File: config.mk
export PLATFORM = sky130hd
export DESIGN_NAME = fpu_fflags_accum
export DESIGN_NICKNAME = d
export VERILOG_FILES = /design/src/rtl/fpu_fflags_accum.sv
export SDC_FILE = /design/constraint.sdc
export NUM_CORES = 1
export LEC_CHECK = 0
export BUFFER_PORTS_ARGS = -buffer_cell sky130_fd_sc_hd__buf_2
export CAP_MARGIN = 5
export CORE_MARGIN = 2
export CORE_UTILIZATION = 37
export CTS_BUF_LIST = sky130_fd_sc_hd__clkbuf_8
export CTS_CLUSTER_DIAMETER = 120
export DETAILED_ROUTE_END_ITERATION = 6
export PLACE_DENSITY = 0.61
export SYNTH_ARGS = -nofsm -noshare
export SYNTH_HDL_FRONTEND = slang
export SYNTH_SLANG_ARGS = --single-unit
File: constraint.sdc
create_clock -name clk -period 1.75 [get_ports clk]
set_clock_uncertainty 0.05 [all_clocks]
set_input_delay 0.0875 -clock clk [delete_from_list [all_inputs] [get_ports clk]]
set_output_delay 0.0875 -clock clk [all_outputs]
set_load 0.01 [all_outputs]
File: src/rtl/fpu_fflags_accum.sv
// Per-warp sticky FP exception flags and rounding-mode store.
// Flags from FPU commits are OR-reduced over active threads and merged one cycle later; CSR reads bypass the pending update.
module fpu_fflags_accum #(
  parameter int NUM_WARPS   = 4,
  parameter int NUM_THREADS = 4,
  parameter int WID_BITS    = (NUM_WARPS > 1) ? $clog2(NUM_WARPS) : 1
) (
  input  logic                     clk,
  input  logic                     reset,
  input  logic                     fpu_valid,
  output logic                     fpu_ready,
  input  logic [WID_BITS-1:0]      fpu_wid,
  input  logic [NUM_THREADS-1:0]   fpu_tmask,
  input  logic                     fpu_has_fflags,
  input  logic [NUM_THREADS*5-1:0] fpu_fflags,
  input  logic                     csr_write_valid,
  input  logic [WID_BITS-1:0]      csr_write_wid,
  input  logic [1:0]               csr_write_addr,
  input  logic [7:0]               csr_write_data,
  input  logic [WID_BITS-1:0]      csr_read_wid,
  input  logic [1:0]               csr_read_addr,
  output logic [7:0]               csr_read_data,
  input  logic [WID_BITS-1:0]      frm_wid,
  output logic [2:0]               frm
);

  typedef enum logic [1:0] {
    CSR_FFLAGS = 2'd0,
    CSR_FRM    = 2'd1,
    CSR_FCSR   = 2'd2,
    CSR_RSVD   = 2'd3
  } csr_addr_e;

  // {NV, DZ, OF, UF, NX}
  typedef logic [4:0] fflags_t;

  fflags_t             fflags_q [NUM_WARPS];
  logic [2:0]          frm_q    [NUM_WARPS];

  logic                pend_valid;
  logic [WID_BITS-1:0] pend_wid;
  fflags_t             pend_flags;

  logic                accept;
  fflags_t             red_flags;
  logic                wr_fflags;
  logic                wr_frm;
  fflags_t             wr_fflags_data;
  logic [2:0]          wr_frm_data;

  // A CSR write and a new commit never share a cycle, so the write never races a stage-1 accept.
  assign fpu_ready = !reset && !csr_write_valid;
  assign accept    = fpu_valid && fpu_ready && fpu_has_fflags;

  // NOTE: every always_comb output gets a default first so no path leaves it unassigned (no latch).
  always_comb begin
    red_flags = '0;
    for (int t = 0; t < NUM_THREADS; t++) begin
      if (fpu_tmask[t]) red_flags = red_flags | fpu_fflags[5*t +: 5];
    end
  end

  always_comb begin
    wr_fflags      = 1'b0;
    wr_frm         = 1'b0;
    wr_fflags_data = csr_write_data[4:0];
    wr_frm_data    = csr_write_data[2:0];
    if (csr_write_valid) begin
      case (csr_addr_e'(csr_write_addr))
        CSR_FFLAGS: wr_fflags = 1'b1;
        CSR_FRM:    wr_frm    = 1'b1;
        CSR_FCSR: begin
          wr_fflags   = 1'b1;
          wr_frm      = 1'b1;
          wr_frm_data = csr_write_data[7:5];
        end
        default: ;
      endcase
    end
  end

  // NOTE: the flag and frm arrays are a handful of flops, not a RAM, so they take the reset like any other state.
  always_ff @(posedge clk) begin
    if (reset) begin
      pend_valid <= 1'b0;
      pend_wid   <= '0;
      pend_flags <= '0;
      for (int w = 0; w < NUM_WARPS; w++) begin
        fflags_q[w] <= '0;
        frm_q[w]    <= '0;
      end
    end else begin
      // NOTE: non-blocking assignments throughout; a later <= to the same flop overrides an earlier one.
      pend_valid <= accept;
      if (accept) begin
        pend_wid   <= fpu_wid;
        pend_flags <= red_flags;
      end
      for (int w = 0; w < NUM_WARPS; w++) begin
        // The pending OR is older than the CSR write, so the write lands last and wins.
        if (pend_valid && pend_wid == WID_BITS'(w))
          fflags_q[w] <= fflags_q[w] | pend_flags;
        if (wr_fflags && csr_write_wid == WID_BITS'(w))
          fflags_q[w] <= wr_fflags_data;
        if (wr_frm && csr_write_wid == WID_BITS'(w))
          frm_q[w] <= wr_frm_data;
      end
    end
  end

  fflags_t    rd_fflags;
  logic [2:0] rd_frm;

  always_comb begin
    rd_fflags = fflags_q[csr_read_wid];
    if (pend_valid && pend_wid == csr_read_wid) rd_fflags = rd_fflags | pend_flags;
    rd_frm = frm_q[csr_read_wid];
    case (csr_addr_e'(csr_read_addr))
      CSR_FFLAGS: csr_read_data = {3'b000, rd_fflags};
      CSR_FRM:    csr_read_data = {5'b00000, rd_frm};
      CSR_FCSR:   csr_read_data = {rd_frm, rd_fflags};
      default:    csr_read_data = 8'h00;
    endcase
  end

  assign frm = frm_q[frm_wid];

endmodule

== Yosys cells after proc, flatten, opt, wreduce, memory -nomap -nowiden ==
Memory sizes are Yosys's and may differ from the RTL's.
Index checks and enable logic that the tools add are counted.

* RAM bits: 32
* Input port bits: 49
* Register bits: 8
* Memories kept: 2

{| class="wikitable"
|+ Memories
! name !! words !! width !! read ports !! clocked after memory_dff !! write ports !! line !! text
|-
| fflags_q || 4 || 5 || 5 || 0 || 4 || 37 || <nowiki>fflags_t fflags_q [NUM_WARPS];</nowiki>
|-
| frm_q || 4 || 3 || 2 || 0 || 4 || 38 || <nowiki>logic [2:0] frm_q [NUM_WARPS];</nowiki>
|}

* Reductions and logical operators: 24
* Muxes and demuxes: 62
* Bitwise gates (word level): 20
* Eq/ne operators: 11

{| class="wikitable"
|+ Operators by type and width
! kind !! number
|-
| $mux W5 || 13
|-
| $mux W1 || 42
|-
| $or A5 B5 Y5 || 8
|-
| $pmux W8 S3 || 1
|-
| $mux W3 || 6
|-
| $logic_and A1 B1 Y1 || 16
|-
| $eq A2 B2 Y1 const B || 6
|-
| $or A1 B1 Y1 || 12
|-
| $eq A2 B1 Y1 const B || 4
|-
| $logic_not A2 Y1 || 4
|-
| $reduce_or A2 Y1 || 2
|-
| $eq A2 B2 Y1 || 1
|-
| $logic_not A1 Y1 || 2
|}

== Depth between registers and ports, before layout ==
* Word-level depth: 9
* Mapped depth: 5

== Least setup slack after synthesis ==
OpenSTA, ideal clock, no wires.

* Path kind: register to register
* Start point: register pend_valid
* End point: memory fflags_q[0][0] in the netlist's numbering (enable)
* Slack: 0.459 ns
* Required time: 1.387 ns
* Cell stages (with the launch flop): 5
* Data arrival time: 0.928 ns
* Path through: dfxtp_1 clkbuf_2 nor4b_4 nor2_1 nand2_1

{| class="wikitable"
|+ RTL lines
! what !! line !! text
|-
| start: declaration || 40 || <nowiki>logic pend_valid;</nowiki>
|-
| start signal: assignment || 94 || <nowiki>pend_valid <= accept;</nowiki>
|-
| end: declaration || 37 ||
|}

==> flow_summary.ini <==
[worst_hold_path]
whs_path_depth = 3
hold_end = pend_wid[1]
hold_class = in -> reg
hold_start = fpu_wid[1]

[yosys]
synth_area_um2 = 2386
netlist_top_cells_area = edfxtp_1, mux2i_1, mux4_2
synth_cell_types = 35
syn_nets = 246
async_reset_ff_frac = 0
synth_edf_count = 32
synthMostInstantiatedCell = edfxtp_1
yosys.area.top_type = edfxtp_1
postSynthAreaPerCell_um2 = 12.17
synth-seq-area-share = 0.4698
syn-instance-count = 196
synth_top_area_frac = 0.4027
yosysWarnings = 0
synth_commonest_cells = edfxtp_1, nor2_1, mux2i_1
ys_seq_elements = 40
ys.flop_type = edfxtp_1

[grt]
grt_max_degree = 23
grtUsageTotal = 0.1710
antenna_found_initial = 0
grt_pass1_vias = 1832
overflow = 0
grt_pass1_wl_mm = 9.480

[sta]
setup_violations = 1
finalMaxSlewViolations = 0
min_period_ns = 1.763
finalCritPeriodShare = 1.007
relSlewSlack = 0.6908
finalSetupTns_ns = -0.01278
worst_pin_slew_ns = 0.4508
fin_ws_ns = -0.01278
hold_viol = 0
rsz0062_at_grt = yes
fmax_mhz = 567.3
hold_ws_ns = 0.03291

[floorplan]
start_util = 0.3801
io_pins = 61
core_area_um2 = 6277
die-height_um = 84.31
die_w_um = 84.31
rows = 29
die_area_um2 = 7107

[power_and_ir_drop]
power_mw = 2.178
leakagePower_nw = 1.265
power_density_nw_per_um2 = 745.5
ir_drop_uv = 491.0

[placed_design]
place_area_um2 = 2781
io_buffers = 60
placed_cells = 332
gp_congestion = 0.7764
dp_hpwl_mm = 4.475
pre_cts_slack_ns = 0.2470

[worst_setup_path]
worstSetupStartpointType = flip-flop
cp.buffers_inverters = 1
crit_type = reg -> out
crit_required_ns = 1.61
cpMaxStageDelayCell = mux4_2
critPathTopFamily = multiplexers
path_cells = mux4_2 > a41oi_2 > o21ai_1 > buf_2
critPathMaxStageDelay_ns = 0.50
cp_max_fo = 2
reg2reg_to = fflags_q[1][4]
r2r_slack_ns = 0.27
r2r_start = pend_wid[0]
reg2regPathDepth = 3
cp-end-kind = primary output
crit_arrival_ns = 1.63

[routing]
drt_iter0_drc = 157
routed_wl_mm = 5.740
drc = 0
via_per_inst = 5.543
ant_nets = 0
vias = 1890
wl_per_cell_um = 16.83
dr.pass1.iters = 4

[layout]
drive_above_1_share = 0.3750
final_cells = 341
syn_to_final_growth_pct = 22.44
fin_nets = 313
antenna_cells = 0
postLayoutCoreUtil = 0.4654
final_area_um2 = 2922

[clock_network]
cts_max_path_buffers = 2
cts_max_level = 2
root_buffer = clkbuf_8
cts_setup_buffers = 0
cts_sinks = 40
cts_buffers = 5
clk_pin_slew_ns = 0.08
clkLatencyLatePin_ns = 0.30
cts_tree = done

[run_status]
status = finished with violations
violations = negative setup slack

[job]
maxCapViolCount = 0
==> flip-flops by register name (all words and copies together), names as in the netlist <==
name	flops
pend_wid	2
pend_flags	5
pend_valid	1
fflags_q	20
frm_q	12
==> kinds of logic (layout without fill, tap and decap cells) <==
| kind of cell | after synthesis | in the layout | synth area share |
|---|---|---|---|
| AO/OA/AOI/OAI | 48 | 48 | 0.1442 |
| multiplexers | 36 | 36 | 0.2118 |
| adder cells (fa/ha/maj) | 1 | 1 | 0.005243 |
| flip-flops | 40 | 40 | 0.4698 |
| XOR/XNOR | 2 | 2 | 0.007343 |
| AND/OR/NAND/NOR | 55 | 55 | 0.1295 |
| buffers and inverters | 14 | 82 | 0.03198 |
==> layout make-up <==
class | instances | area, um2
Multi-Input combinational cell | 142 | 1211
Timing Repair Buffer | 68 | 362.8
Inverter | 6 | 22.52
Fill cell | 566 | 3356
Tap cell | 77 | 96.34
Clock buffer | 5 | 68.82
Clock inverter | 3 | 38.79
Sequential cell | 40 | 1121
==> repair_timing <==
action                                  4_1_cts  5_1_grt
hold endpoints to repair                      1        0
gates resized for setup                       4        2
pin swaps                                     0        0
hold buffers                                  1        0
endpoints found under the setup margin        2        6
==> worst max-delay path by stage <==
| stage | start | end | slack, ns | cells past startpoint |
|---|---|---|---|---|
| floorplan | pend_valid | fflags_q[0][0] | 0.46 | 4 |
| global placement | csr_read_wid[0] | csr_read_data[2] | 0.27 | 5 |
| detailed placement | csr_read_wid[0] | csr_read_data[1] | 0.25 | 5 |
| CTS | fflags_q[2][1] | csr_read_data[1] | -0.01 | 4 |
| global route | fflags_q[2][1] | csr_read_data[1] | -0.07 | 4 |
| finish | fflags_q[2][1] | csr_read_data[1] | -0.01 | 4 |
==> power breakdown <==
group | total, mW | switching [mW] | internal, mW
registers | 1.11 | 0.0364 | 1.07
logic | 0.324 | 0.165 | 0.159
clock network | 0.743 | 0.325 | 0.417
total | 2.18 | 0.527 | 1.65
==> placed cells by master, fill, tap and decap left out, drive strengths merged, types with 7 or more instances in the layout <==
cell type	Yosys	layout
buf	7	67
edfxtp	32	32
nor2	26	26
mux2i	25	25
o21ai	18	18
mux4	11	11
nand2	10	10
a22oi	10	10
dfxtp	8	8
inv	6	7
==> tightest hold or removal path: stages <==
cell and delay (ns):
buf_2 0.09, mux2i_1 0.06, nor2_1 0.10
==> routing by layer <==
layer  routed length, um  GRT usage  up-vias
li1                    -          -      900
met1                2794     0.2584      902
met2                2488     0.2496       82
met3                 378    0.03147        6
met4                  78    0.05279        0
met5                   0          0        -
No activity file was read; power rests on OpenSTA's default activity.
